File: src/rtl/csa_resolve.sv
// csa_resolve: pipelined resolver that turns a carry-save (sum, carry) pair into binary.
// Each stage adds one SEG-bit segment; results leave in strict FIFO order.
module csa_resolve #(
  parameter int WIDTH = 32,
  parameter int SEG   = 8
) (
  input  logic             clk,
  input  logic             rst,
  input  logic             in_valid,
  output logic             in_ready,
  input  logic [WIDTH-1:0] in_sum,
  input  logic [WIDTH-1:0] in_carry,
  output logic             out_valid,
  input  logic             out_ready,
  output logic [WIDTH-1:0] out_data,
  output logic             out_cout
);
  localparam int NSEG = WIDTH / SEG;
  localparam logic [WIDTH-1:0] LOW_MASK = {WIDTH{1'b1}} >> (WIDTH - SEG);

  // Stage k reads index k of each chain and drives index k+1.
  logic [NSEG:0]    valid_chain;
  logic [NSEG:0]    cy_chain;
  logic [WIDTH-1:0] acc_chain [NSEG+1];
  logic [WIDTH-1:0] car_chain [NSEG];
  logic [NSEG-1:0]  en;

  assign valid_chain[0] = in_valid;
  assign cy_chain[0]    = 1'b0;
  assign acc_chain[0]   = in_sum;
  assign car_chain[0]   = in_carry;

  // A stage may advance when it is empty or the stage after it advances.
  always_comb begin
    logic ok;
    en = '0;
    ok = out_ready;
    for (int k = NSEG - 1; k >= 0; k--) begin
      ok    = !valid_chain[k+1] || ok;
      en[k] = ok;
    end
  end

  for (genvar k = 0; k < NSEG; k++) begin : g_stage
    logic [SEG:0]     seg_add;
    logic [WIDTH-1:0] merged;
    logic             v_r;
    logic             cy_r;
    logic [WIDTH-1:0] acc_r;

    assign seg_add = {1'b0, acc_chain[k][SEG-1:0]} + {1'b0, car_chain[k][SEG-1:0]}
                   + {{SEG{1'b0}}, cy_chain[k]};
    assign merged  = (acc_chain[k] & ~LOW_MASK) | WIDTH'(seg_add[SEG-1:0]);

    // The accumulator rotates right by SEG each stage: the next unresolved sum
    // segment sits at the bottom and resolved segments collect from the top.
    always_ff @(posedge clk) begin
      if (rst) begin
        v_r   <= 1'b0;
        cy_r  <= 1'b0;
        acc_r <= '0;
      end else if (en[k]) begin
        v_r   <= valid_chain[k];
        cy_r  <= seg_add[SEG];
        acc_r <= (merged >> SEG) | (merged << (WIDTH - SEG));
      end
    end

    assign valid_chain[k+1] = v_r;
    assign cy_chain[k+1]    = cy_r;
    assign acc_chain[k+1]   = acc_r;

    if (k < NSEG - 1) begin : g_carry
      logic [WIDTH-1:0] car_r;
      always_ff @(posedge clk) begin
        if (rst) begin
          car_r <= '0;
        end else if (en[k]) begin
          car_r <= car_chain[k] >> SEG;
        end
      end
      assign car_chain[k+1] = car_r;
    end
  end

  assign in_ready  = en[0] || rst;
  assign out_valid = valid_chain[NSEG];
  assign out_data  = acc_chain[NSEG];
  assign out_cout  = cy_chain[NSEG];
endmodule

File: config.mk
export PLATFORM = sky130hd
export DESIGN_NAME = csa_resolve
export DESIGN_NICKNAME = d
export VERILOG_FILES = /design/src/rtl/csa_resolve.sv
export SDC_FILE = /design/constraint.sdc
export NUM_CORES = 1
export LEC_CHECK = 0
export ABC_CLOCK_PERIOD_IN_PS = 2200
export CAP_MARGIN = 5
export CELL_PAD_IN_SITES_DETAIL_PLACEMENT = 1
export CELL_PAD_IN_SITES_GLOBAL_PLACEMENT = 1
export CORE_ASPECT_RATIO = 0.5
export CORE_MARGIN = 5
export CORE_UTILIZATION = 37
export CTS_CLUSTER_SIZE = 10
export DETAILED_ROUTE_END_ITERATION = 16
export GPL_TIMING_DRIVEN = 0
export PLACE_DENSITY = 0.74
export SETUP_SLACK_MARGIN = 0.05
export SLEW_MARGIN = 5
export SYNTH_ARGS = -nofsm -noshare
export SYNTH_HDL_FRONTEND = slang
export SYNTH_SLANG_ARGS = --single-unit
File: constraint.sdc
create_clock -name clk -period 2.2 [get_ports clk]
set_input_delay 0.66 -clock clk [delete_from_list [all_inputs] [get_ports clk]]
set_output_delay 0.66 -clock clk [all_outputs]
set_load 0.005 [all_outputs]
==> impl_table.tex, run 1 <==
\begin{tabular}{lr}
\hline
Metric & Value \\
\hline
\multicolumn{2}{l}{\textbf{STA}} \\
\quad Final setup vio count & 1 \\
\quad Min Tclk post-route & around 2.2 ns \\
\quad Final slew viol count & 0 \\
\quad FMAX & $\sim$450 MHz \\
\quad Ratio of final minimum period to clock period & 1.02 \\
\quad Tightest Pin Transition & 0.993 ns \\
\quad Max Clock Skew & 0.0108 ns \\
\quad RSZ-0062 raised after global routing & true \\
\quad Remaining max-slew budget at the tightest pin & 0.338 \\
\quad Final number of hold-violating endpoints & 0 \\
\quad Least setup slack across all paths after layout & -0.0347 ns \\
\multicolumn{2}{l}{\textbf{Global route}} \\
\quad Wire length of the first global-routing pass & slightly above 40000 um \\
\quad Residual overflow from global routing & 0 \\
\quad Pin count of the biggest net entering global routing & 17 \\
\quad Total track usage & 0.212 \\
\quad Via count of the first global-routing pass & roughly 7400 \\
\quad Initial antenna violation count & 0 \\
\multicolumn{2}{l}{\textbf{Worst setup path}} \\
\quad Data arrival, critical path & around 1.6 ns \\
\quad Critical Path Start Type & register \\
\quad Crit. End Element & primary output \\
\quad R2r worst-path depth & 6 \\
\quad Worst flop-to-flop path startpoint & g\_stage[1].g\_carry.car\_r[0] \\
\quad Largest fanout on the critical path & 3 \\
\quad Worst Setup Path Type & reg -> out \\
\quad Required time of the critical path & 1.54 ns \\
\quad Worst r2r dst & g\_stage[2].acc\_r[28] \\
\quad Register-to-Register Setup Slack & $\sim$0.070 ns \\
\multicolumn{2}{l}{\textbf{Clock tree}} \\
\quad Number of hold-repair buffers added at the cts stage & 0 \\
\quad Master cell of the clock root buffer & clkbuf\_16 \\
\quad TritonCTS clock tree & built \\
\quad CTS sink cnt & 184 \\
\quad H-tree depth reported by CTS & 4 \\
\quad Clock slew at reported path FFs & 0.07 ns \\
\quad Cts bufs inserted & 17 \\
\quad Maximum clock insertion buffer count & 2 \\
\quad Clock insertion delay at the later pin of the skew report & 0.44 ns \\
\multicolumn{2}{l}{\textbf{Route}} \\
\quad Routed WL & 25800 um \\
\quad Antenna viol nets, final & 0 \\
\quad First-pass iteration count of the detailed router & 5 \\
\quad Number of design rule violations left after detail routing & 0 \\
\quad Post-detailed-route via-to-cell ratio & between 5 and 6 \\
\quad DR iter-0 viols & about 480 \\
\quad WL/cell & around 19 um \\
\quad Vias post-DR & 7193 \\
\multicolumn{2}{l}{\textbf{Synthesis}} \\
\quad Cell Area, Synth & around 7700 um2 \\
\quad Area fraction of the dominant cell type after synthesis & 0.476 \\
\quad Top area cells in the synthesized netlist & dfxtp\_1, nand2\_1, a21oi\_1, ha\_1, fa\_1 \\
\quad Average instance area after synthesis & around 8.1 um2 \\
\quad Count of cell types in the netlist & 55 \\
\quad Count of mapped cells out of synthesis & about 960 \\
\quad Fraction of the yosys area taken by sequential cells & 0.476 \\
\quad Post-synth net total & between 1000 and 1500 \\
\quad Synthesis Warnings & 0 \\
\quad Share of async-settable or async-resettable flops after synthesis & 0 \\
\quad EDFF count, synth & 0 \\
\quad Number of flip-flops and latches in the synthesized netlist & roughly 180 \\
\quad Most used flip-flop cell after synthesis & dfxtp\_1 \\
\quad Area leader, netlist & dfxtp\_1 \\
\multicolumn{2}{l}{\textbf{Placed design}} \\
\quad Half-perimeter wire length of the detailed placement result & 19100 um \\
\quad Final GP Congestion & 0.874 \\
\quad \# port buffers & between 100 and 150 \\
\quad Placed inst area & roughly 9100 um2 \\
\quad Number of placed instances with taps included & about 1300 \\
\multicolumn{2}{l}{\textbf{Layout}} \\
\quad Nets & 1191 \\
\quad Most common cell after layout, fill and taps aside & nand2\_1 \\
\quad Most used cells in the layout excluding fill and tap cells & nand2\_1, dfxtp\_1, a21oi\_1 \\
\quad Finished Cell Area & just under 10000 um2 \\
\quad Number of fillers in the final layout & $\sim$2500 \\
\quad Diodes inserted & 0 \\
\quad Count of placed standard cells in the final layout, fillers left out & between 1000 and 1500 \\
\quad Area added between synthesis and finish & 27.4\% \\
\quad Ratio of cells with drive above 1 in the final layout & 0.0891 \\
\multicolumn{2}{l}{\textbf{Floorplan}} \\
\quad Starting density of the core & 0.377 \\
\quad Width of the chip & 215 um \\
\quad Num rows & 37 \\
\quad Placeable core region & 20600 um2 \\
\quad Total die area & between 20000 and 25000 um2 \\
\quad Die boundary height & 112 um \\
\quad Count of pins on the block boundary & roughly 100 \\
\multicolumn{2}{l}{\textbf{Worst hold path}} \\
\quad Min-Delay Startpoint & out\_data[28] \\
\quad Hold endpoint & out\_data[28] \\
\quad Hold WC Path Type & reg -> reg \\
\quad Cell depth of the worst min-delay path & 2 \\
\multicolumn{2}{l}{\textbf{Run status}} \\
\quad Violated checks & negative setup slack \\
\quad Outcome & complete, but fails checks \\
\multicolumn{2}{l}{\textbf{Flow run}} \\
\quad Max cap viols & 0 \\
\multicolumn{2}{l}{\textbf{Power and ir drop}} \\
\quad Highest ir drop seen on vdd & between 0.0003 and 0.0004 V \\
\quad P\_leak & 3.87 nW \\
\quad Power per standard cell area & 763 nW/um2 \\
\hline
\end{tabular}
synthesized netlist by cell type (2+ instances only):
cell type	count
buf_1	11
a211o_1	9
and2_1	2
a211oi_1	15
buf_4	5
nor2_1	29
nor3_1	6
nor3b_1	5
clkbuf_1	32
o21a_1	10
xnor2_1	4
o21ai_0	9
dfxtp_1	184
o2111ai_1	4
or3_1	9
a31oi_1	4
or2_2	2
o211ai_1	7
nand3_1	16
o31ai_1	2
ha_1	29
a21oi_1	169
nand4b_1	2
buf_6	3
buf_2	12
nor4b_1	4
inv_1	10
a2111o_1	3
nand2_1	319
o31a_1	2
nor2b_1	5
mux2i_1	3
fa_1	7
a21o_1	4
through the flow:
step / setup TNS (ns) / total power, mW / utilization / setup slack, ns / hold slack, ns
floorplan: 0 / 4.04 / - / 0.0516 / 0.432
global placement: -62.95 / 4.38 / 0.443 / -1.33 / 0.438
detailed placement: -66.52 / 4.40 / 0.443 / -1.32 / 0.445
CTS: -0.159 / 7.55 / 0.477 / -0.159 / 0.456
global route: -0.0657 / 7.80 / 0.480 / -0.0657 / 0.469
finish: -0.0347 / 7.53 / 0.480 / -0.0347 / 0.450
per-layer routing:
| layer | GRT usage | vias to the layer above | part of all wire |
|---|---|---|---|
| met5 | 0 | - | 0 |
| met4 | 0.0626 | 0 | 0.017 |
| met3 | 0.0348 | 32 | 0.055 |
| met2 | 0.325 | 168 | 0.43 |
| met1 | 0.310 | 3474 | 0.50 |
| li1 | - | 3519 | - |
final cells by class:
type                            instances  area (um2)  area share
Timing Repair Buffer                  112        1090       0.110
Multi-Input combinational cell        700        3800       0.385
Tap cell                              273         342      0.0346
Clock buffer                           21         470      0.0477
Clock inverter                         11         133      0.0134
Sequential cell                       184        3690       0.374
Buffer                                 61         294      0.0298
Inverter                               11        42.5     0.00431
worst max-delay path: stages (launching register included):
cell and delay [ns]:
dfxtp_2 0.36, and4b_2 0.31, buf_6 0.12, and2_4 0.16, nand2_2 0.06, buf_2 0.13
sequential cells by signal, summed over array words and instances (netlist names):
name and flops:
g_stage.acc_r 96, g_stage.g_carry.car_r 48, out_data 32, g_stage.cy_r 3, g_stage.v_r 3, out_cout 1, out_valid 1
kinds of logic (layout without fill, tap and decap cells):
| family | Yosys count | count (layout) | share of synthesized area |
|---|---|---|---|
| flops | 184 | 184 | 0.476 |
| fa+ha+maj | 36 | 36 | 0.0649 |
| xor+xnor | 4 | 4 | 0.00452 |
| buf+inv | 74 | 216 | 0.0431 |
| simple gates | 407 | 407 | 0.217 |
| mux | 3 | 3 | 0.00388 |
| compound gates | 250 | 250 | 0.191 |
timing repair:
action                                  CTS  global route
endpoints found under the setup margin   96            29
gates resized for setup                  34            18
pin swaps                                 3            15
endpoints found under the hold margin     0             0
buffers inserted                          6             5
report_power, final:
group	internal (mW)	total, mW	switching, mW
logic	0.367	0.754	0.387
clock network	1.78	3.16	1.37
registers	3.50	3.62	0.120
worst max path at each step:
| stage | from | end | slack (ns) | depth (start not counted) |
|---|---|---|---|---|
| after floorplan | out_ready | in_ready | 0.05 | 6 |
| after global routing | g_stage[1].v_r | in_ready | -0.07 | 5 |
| after detailed placement | out_ready | in_ready | -1.32 | 8 |
| after CTS | out_valid | in_ready | -0.16 | 7 |
| after global placement | out_ready | in_ready | -1.33 | 8 |
| final | g_stage[1].v_r | in_ready | -0.03 | 5 |
(Power assumes the default switching activity.)
==> run 2, diff against run 1 <==
Settings changed: CORE_UTILIZATION 37 to 38, CTS_BUF_LIST from default to sky130_fd_sc_hd__clkbuf_8, PLACE_DENSITY 0.74 to 0.76.
==> impl_table.tex, run 2 (synthesis gave the netlist of run 1 again) <==
\begin{tabular}{lr}
\hline
Metric & Value \\
\hline
\multicolumn{2}{l}{\textbf{Run status}} \\
\quad Outcome & finished, final reports clean \\
\multicolumn{2}{l}{\textbf{Worst setup path}} \\
\quad Critical Path Start Type & register \\
\quad Required time of the critical path & 1.54 ns (about the same) \\
\quad Critical Path Source & g\_stage[1].v\_r \\
\quad Slowest cell delay on critical path & 0.37 ns (about the same) \\
\quad Critical path, cell by cell & and4b\_2, and2\_4, nand2\_2, buf\_2 \\
\quad Crit. End Element & primary output \\
\quad CP max-delay cell & dfxtp\_2 \\
\quad Largest fanout on the critical path & 3 (unchanged) \\
\quad Cell type group with the largest total delay on the critical path & simple AND/OR/NAND/NOR gates \\
\quad Worst Setup Path Type & reg -> out \\
\quad Data arrival, critical path & 1.52 ns (-0.05 ns) \\
\quad Worst flop-to-flop path startpoint & g\_stage[1].g\_carry.car\_r[0] \\
\quad Number of buffer and inverter stages on the critical path & 1 (-1) \\
\quad Register-to-Register Setup Slack & 0.09 ns (+0.02 ns) \\
\multicolumn{2}{l}{\textbf{Route}} \\
\quad First-pass iteration count of the detailed router & 5 (unchanged) \\
\quad Post-detailed-route via-to-cell ratio & 5.20 (-0.65\%) \\
\quad Vias post-DR & 7110 (-1.2\%) \\
\quad DR iter-0 viols & 391 (-19\%) \\
\quad Number of design rule violations left after detail routing & 0 (unchanged) \\
\quad Routed WL & 24900 um (-3.4\%) \\
\quad WL/cell & 18.3 um (-2.9\%) \\
\quad Antenna viol nets, final & 0 (unchanged) \\
\multicolumn{2}{l}{\textbf{STA}} \\
\quad Min Tclk post-route & 2.18 ns (-0.0553 ns) \\
\quad Max Clock Skew & 0.0242 ns (+0.0134 ns) \\
\quad Remaining max-slew budget at the tightest pin & 0.477 (+0.139) \\
\quad Tightest Pin Transition & 0.784 ns (-0.209 ns) \\
\quad Setup TNS & 0 ns (+0.0347 ns) \\
\quad Least setup slack across all paths after layout & 0.0206 ns (+0.0553 ns) \\
\quad RSZ-0062 raised after global routing & true \\
\quad Final number of hold-violating endpoints & 0 (unchanged) \\
\quad Ratio of final minimum period to clock period & 0.991 (-0.0251) \\
\quad FMAX & 459 MHz (+2.5\%) \\
\quad Final setup vio count & 0 (-1) \\
\quad Final slew viol count & 0 (unchanged) \\
\multicolumn{2}{l}{\textbf{Clock tree}} \\
\quad Cts bufs inserted & 17 (unchanged) \\
\quad Master cell of the clock root buffer & clkbuf\_8 \\
\quad Clock slew at reported path FFs & 0.12 ns (+0.05 ns) \\
\quad CTS sink cnt & 184 (unchanged) \\
\quad TritonCTS clock tree & built \\
\quad Number of hold-repair buffers added at the cts stage & 0 (unchanged) \\
\quad Maximum clock insertion buffer count & 2 (unchanged) \\
\quad H-tree depth reported by CTS & 4 (unchanged) \\
\quad Clock insertion delay at the later pin of the skew report & 0.50 ns (+0.06 ns) \\
\multicolumn{2}{l}{\textbf{Layout}} \\
\quad Flip-flop count of the largest register after layout & 96 (unchanged) \\
\quad Most used cells in the layout excluding fill and tap cells & nand2\_1, dfxtp\_1, a21oi\_1 \\
\quad Top reg by flops & g\_stage.acc\_r \\
\quad Area added between synthesis and finish & 24.1\% \\
\quad Diodes inserted & 0 (unchanged) \\
\quad Ratio of cells with drive above 1 in the final layout & 0.0818 (-0.00727) \\
\quad Nets & 1191 (unchanged) \\
\quad Number of fillers in the final layout & 2417 (-2.5\%) \\
\quad Most common cell after layout, fill and taps aside & nand2\_1 \\
\multicolumn{2}{l}{\textbf{Floorplan}} \\
\quad Count of pins on the block boundary & 103 (unchanged) \\
\quad Die boundary height & 111 um (-1.2\%) \\
\quad Starting density of the core & 0.393 (+0.0158) \\
\quad Width of the chip & 212 um (-1.3\%) \\
\quad Num rows & 36 (-2.7\%) \\
\quad Total die area & 23500 um2 (-2.5\%) \\
\quad Placeable core region & 19700 um2 (-4.0\%) \\
\multicolumn{2}{l}{\textbf{Worst hold path}} \\
\quad Min-Delay Startpoint & g\_stage[0].g\_carry.car\_r[21] \\
\quad Hold WC Path Type & reg -> reg \\
\multicolumn{2}{l}{\textbf{Flow run}} \\
\quad Max cap viols & 0 (unchanged) \\
\multicolumn{2}{l}{\textbf{Power and ir drop}} \\
\quad Highest ir drop seen on vdd & 0.000348 V (-11\%) \\
\quad P\_leak & 3.75 nW (-2.9\%) \\
\quad Power per standard cell area & 700 nW/um2 (-8.4\%) \\
\multicolumn{2}{l}{\textbf{Placed design}} \\
\quad Place WS & -1.30 ns (+0.0123 ns) \\
\quad \# port buffers & 101 (unchanged) \\
\quad Final GP Congestion & 0.858 (-1.8\%) \\
\quad Half-perimeter wire length of the detailed placement result & 18800 um (-1.3\%) \\
\multicolumn{2}{l}{\textbf{Global route}} \\
\quad Pin count of the biggest net entering global routing & 19 (+2) \\
\quad Initial antenna violation count & 0 (unchanged) \\
\quad Total track usage & 0.213 (+0.000521) \\
\quad Wire length of the first global-routing pass & 39700 um (-1.9\%) \\
\quad Via count of the first global-routing pass & 7239 (-1.7\%) \\
\quad Residual overflow from global routing & 0 (unchanged) \\
\hline
\end{tabular}
==> run 2: area by class of cell <==
class | count | area [um2] | area share
Tap cell | 266 | 333 | 0.0346
Multi-Input combinational cell | 700 | 3770 | 0.393
Buffer | 60 | 279 | 0.0290
Timing Repair Buffer | 113 | 1090 | 0.113
Clock inverter | 14 | 151 | 0.0158
Clock buffer | 18 | 248 | 0.0258
Inverter | 11 | 45.0 | 0.00469
Sequential cell | 184 | 3690 | 0.384
==> run 2: power breakdown <==
part / internal [mW] / switching (mW)
clock: 0.977 / 1.38
combinational: 0.363 / 0.380
sequential: 3.50 / 0.121
total: 4.84 / 1.88
==> run 2: tightest hold or removal path, cell delays in order (launching register included) <==
cell and delay, ns:
dfxtp_1 0.32, nand2_1 0.05, a21oi_1 0.05
==> run 2: through the flow <==
stage	power [mW]	util	area [um2]	instances	hold slack, ns
2_1_floorplan	4.04	-	7750	958	0.432
3_3_place_gp	4.38	0.461	9090	1325	0.440
3_5_place_dp	4.40	0.461	9090	1325	0.446
4_1_cts	6.73	0.485	9570	1362	0.458
5_1_grt	6.99	0.487	9610	1366	0.475
6_report	6.73	0.487	9610	1366	0.454
==> run 2: routing by layer <==
layer	up-vias	wire length, um	track usage
met3	18	1400	0.0455
met5	-	0	0
met2	143	10500	0.315
met1	3434	12800	0.318
li1	3515	-	-
met4	0	223	0.0450
==> run 2: timing repair <==
action / 4_1_cts / 5_1_grt
resized for setup: 30 / 10
pin swaps: 2 / 12
setup endpoints to repair: 90 / 10
setup buffers: 5 / 7
==> run 2: path summary, 6_finish.rpt <==
check	to	depth (start not counted)
max	in_ready	4
min	g_stage[1].g_carry.car_r[13]	2
max reg2reg	g_stage[2].acc_r[31]	5
min reg2reg	g_stage[1].g_carry.car_r[13]	2
==> run 3, diff against run 2 <==
Settings changed: CORE_ASPECT_RATIO 0.5 to 0.7, CTS_BUF_LIST sky130_fd_sc_hd__clkbuf_8 to sky130_fd_sc_hd__clkbuf_4 sky130_fd_sc_hd__clkbuf_8.
==> impl_table.tex, run 3 (synthesis gave the netlist of run 1 again) <==
\begin{tabular}{lr}
\hline
Metric & Value \\
\hline
\multicolumn{2}{l}{\textbf{Worst setup path}} \\
\quad Cell type group with the largest total delay on the critical path & buffers and inverters \\
\quad Worst flop-to-flop path startpoint & g\_stage[1].g\_carry.car\_r[0] \\
\quad R2r worst-path depth & 6 (+1) \\
\quad Required time of the critical path & 1.54 ns (about the same) \\
\quad CP max-delay cell & buf\_4 \\
\quad Slowest cell delay on critical path & 0.30 ns (-0.07 ns) \\
\quad Most numerous cell on the critical path & buf\_6 \\
\quad Worst r2r dst & g\_stage[2].acc\_r[30] \\
\quad Worst Setup Path Type & in -> out \\
\quad Crit. End Element & primary output \\
\quad Register-to-Register Setup Slack & 0.13 ns (+0.04 ns) \\
\quad Data arrival, critical path & 1.50 ns (-0.02 ns) \\
\quad Critical path, cell by cell & buf\_6, clkinv\_2, buf\_4, nand2\_4, buf\_6 \\
\quad Largest fanout on the critical path & 10 (+7) \\
\quad Critical Path Start Type & input port \\
\quad Number of buffer and inverter stages on the critical path & 4 (+3) \\
\multicolumn{2}{l}{\textbf{Floorplan}} \\
\quad Width of the chip & 181 um (-15\%) \\
\quad Total die area & 23400 um2 (-0.54\%) \\
\quad Starting density of the core & 0.389 (-0.00350) \\
\quad Placeable core region & 19900 um2 (+0.90\%) \\
\quad Num rows & 43 (+19\%) \\
\quad Count of pins on the block boundary & 103 (unchanged) \\
\quad Die boundary height & 129 um (+17\%) \\
\multicolumn{2}{l}{\textbf{Power and ir drop}} \\
\quad Power per standard cell area & 698 nW/um2 (-0.23\%) \\
\quad P\_leak & 3.79 nW (+0.90\%) \\
\quad Highest ir drop seen on vdd & 0.000372 V (+6.9\%) \\
\quad Total power of the final layout & 6.74 mW (+0.27\%) \\
\multicolumn{2}{l}{\textbf{Clock tree}} \\
\quad Clock slew at reported path FFs & 0.10 ns (-0.02 ns) \\
\quad Maximum clock insertion buffer count & 2 (unchanged) \\
\quad CTS sink cnt & 184 (unchanged) \\
\quad TritonCTS clock tree & built \\
\quad H-tree depth reported by CTS & 4 (unchanged) \\
\quad Number of hold-repair buffers added at the cts stage & 0 (unchanged) \\
\quad Cts bufs inserted & 17 (unchanged) \\
\quad Clock insertion delay at the later pin of the skew report & 0.47 ns (-0.03 ns) \\
\quad Master cell of the clock root buffer & clkbuf\_8 \\
\multicolumn{2}{l}{\textbf{Global route}} \\
\quad Residual overflow from global routing & 0 (unchanged) \\
\quad Pin count of the biggest net entering global routing & 18 (-1) \\
\quad Wire length of the first global-routing pass & 38500 um (-2.9\%) \\
\quad Via count of the first global-routing pass & 7399 (+2.2\%) \\
\quad Met2 Resource Use GR & 0.343 (+0.0275) \\
\quad Total track usage & 0.205 (-0.00739) \\
\quad Met3 track demand over resource in global routing & 0.0390 (-0.00652) \\
\quad Initial antenna violation count & 0 (unchanged) \\
\quad GRT met1 Usage & 0.274 (-0.0432) \\
\quad Global-route layer with the greatest usage & met2 \\
\multicolumn{2}{l}{\textbf{Placed design}} \\
\quad \# port buffers & 101 (unchanged) \\
\quad Half-perimeter wire length of the detailed placement result & 18100 um (-3.8\%) \\
\quad Final GP Congestion & 0.830 (-3.3\%) \\
\quad Placed inst area & 9090 um2 (about the same) \\
\quad Number of placed instances with taps included & 1329 (+0.30\%) \\
\multicolumn{2}{l}{\textbf{Layout}} \\
\quad Number of fillers in the final layout & 2460 (+1.8\%) \\
\quad Diodes inserted & 0 (unchanged) \\
\quad Most used cells in the layout excluding fill and tap cells & nand2\_1, dfxtp\_1, a21oi\_1 \\
\quad Most common cell after layout, fill and taps aside & nand2\_1 \\
\quad Ratio of cells with drive above 1 in the final layout & 0.0830 (+0.00114) \\
\quad Nets & 1188 (-0.25\%) \\
\quad Utilization after layout & 0.485 (-0.00196) \\
\quad Top reg by flops & g\_stage.acc\_r \\
\quad Register area & 3690 um2 (about the same) \\
\quad Finished Cell Area & 9660 um2 (+0.49\%) \\
\quad Flip-flop count of the largest register after layout & 96 (unchanged) \\
\quad Count of placed standard cells in the final layout, fillers left out & 1367 (+0.073\%) \\
\quad Combined area of the multi-input logic cells & 3810 um2 (+0.86\%) \\
\quad Area added between synthesis and finish & 24.7\% \\
\multicolumn{2}{l}{\textbf{STA}} \\
\quad RSZ-0062 raised after global routing & true \\
\quad FMAX & 462 MHz (+0.73\%) \\
\quad Ratio of final minimum period to clock period & 0.983 (-0.00714) \\
\quad Tightest Pin Transition & 0.784 ns (+0.000156 ns) \\
\quad Final number of hold-violating endpoints & 0 (unchanged) \\
\quad Max Clock Skew & 0.0121 ns (-0.0121 ns) \\
\quad Remaining max-slew budget at the tightest pin & 0.477 (about the same) \\
\quad Min Tclk post-route & 2.16 ns (-0.0157 ns) \\
\quad Final slew viol count & 0 (unchanged) \\
\quad Setup TNS & 0 ns (unchanged) \\
\quad Final setup vio count & 0 (unchanged) \\
\multicolumn{2}{l}{\textbf{Worst hold path}} \\
\quad Min-Delay Startpoint & g\_stage[0].acc\_r[30] \\
\quad Cell depth of the worst min-delay path & 2 (unchanged) \\
\quad Hold endpoint & g\_stage[1].acc\_r[22] \\
\quad Hold WC Path Type & reg -> reg \\
\multicolumn{2}{l}{\textbf{Route}} \\
\quad WL/cell & 17.5 um (-3.9\%) \\
\quad Vias post-DR & 7172 (+0.87\%) \\
\quad Routed WL & 24000 um (-3.9\%) \\
\quad First-pass iteration count of the detailed router & 5 (unchanged) \\
\quad DR iter-0 viols & 376 (-3.8\%) \\
\quad Number of design rule violations left after detail routing & 0 (unchanged) \\
\quad Antenna viol nets, final & 0 (unchanged) \\
\quad Post-detailed-route via-to-cell ratio & 5.25 (+0.80\%) \\
\multicolumn{2}{l}{\textbf{Run status}} \\
\quad Outcome & finished, final reports clean \\
\multicolumn{2}{l}{\textbf{Flow run}} \\
\quad Max cap viols & 0 (unchanged) \\
\hline
\end{tabular}
==> run 3: repair_timing <==
action / CTS / global route
pin swaps: 3 / 11
endpoints found under the setup margin: 37 / 11
gates resized for setup: 32 / 13
setup buffers: 5 / 4
==> run 3: worst min-delay path, stage by stage, from the launching register on <==
cell and delay (ns):
dfxtp_1 0.32, nand2_1 0.05, a21oi_1 0.05
==> run 3: layer usage <==
layer / routed length [um] / up-vias / part of all wire
li1: - / 3502 / -
met1: 11500 / 3502 / 0.48
met4: 372 / 0 / 0.016
met2: 11200 / 141 / 0.47
met3: 892 / 27 / 0.037
met5: 0 / - / 0
==> run 3: report_power, final <==
part           internal (mW)  total [mW]  switching [mW]
sequential              3.50        3.61           0.105
combinational          0.362       0.727           0.365
clock                   1.10        2.41            1.31
total                   4.97        6.74            1.78
==> run 3: per-stage QoR <==
stage / setup slack [ns] / hold WS, ns
final: 0.0363 / 0.447
after floorplan: 0.0516 / 0.432
after CTS: -0.164 / 0.444
after global routing: 0.00714 / 0.452
after detailed placement: -1.23 / 0.443
after global placement: -1.25 / 0.439
==> run 3: worst max path at each step <==
stage / startpoint / endpoint / slack [ns] / cells past startpoint
after detailed placement: out_ready / in_ready / -1.23 / 8
after global placement: out_ready / in_ready / -1.25 / 8
after floorplan: out_ready / in_ready / 0.05 / 6
after CTS: out_valid / in_ready / -0.16 / 7
final: rst / in_ready / 0.04 / 5
after global routing: g_stage[2].v_r / in_ready / 0.007 / 4
==> run 3: final cells by class <==
| type | instances | area share |
|---|---|---|
| flip-flops and latches | 184 | 0.382 |
| multi-input cells | 700 | 0.394 |
| inverters | 11 | 0.00440 |
| well taps | 270 | 0.0350 |
| clock inverters | 13 | 0.0171 |
| plain buffers | 60 | 0.0288 |
| clock buffers | 19 | 0.0271 |
| repair buffers | 110 | 0.112 |
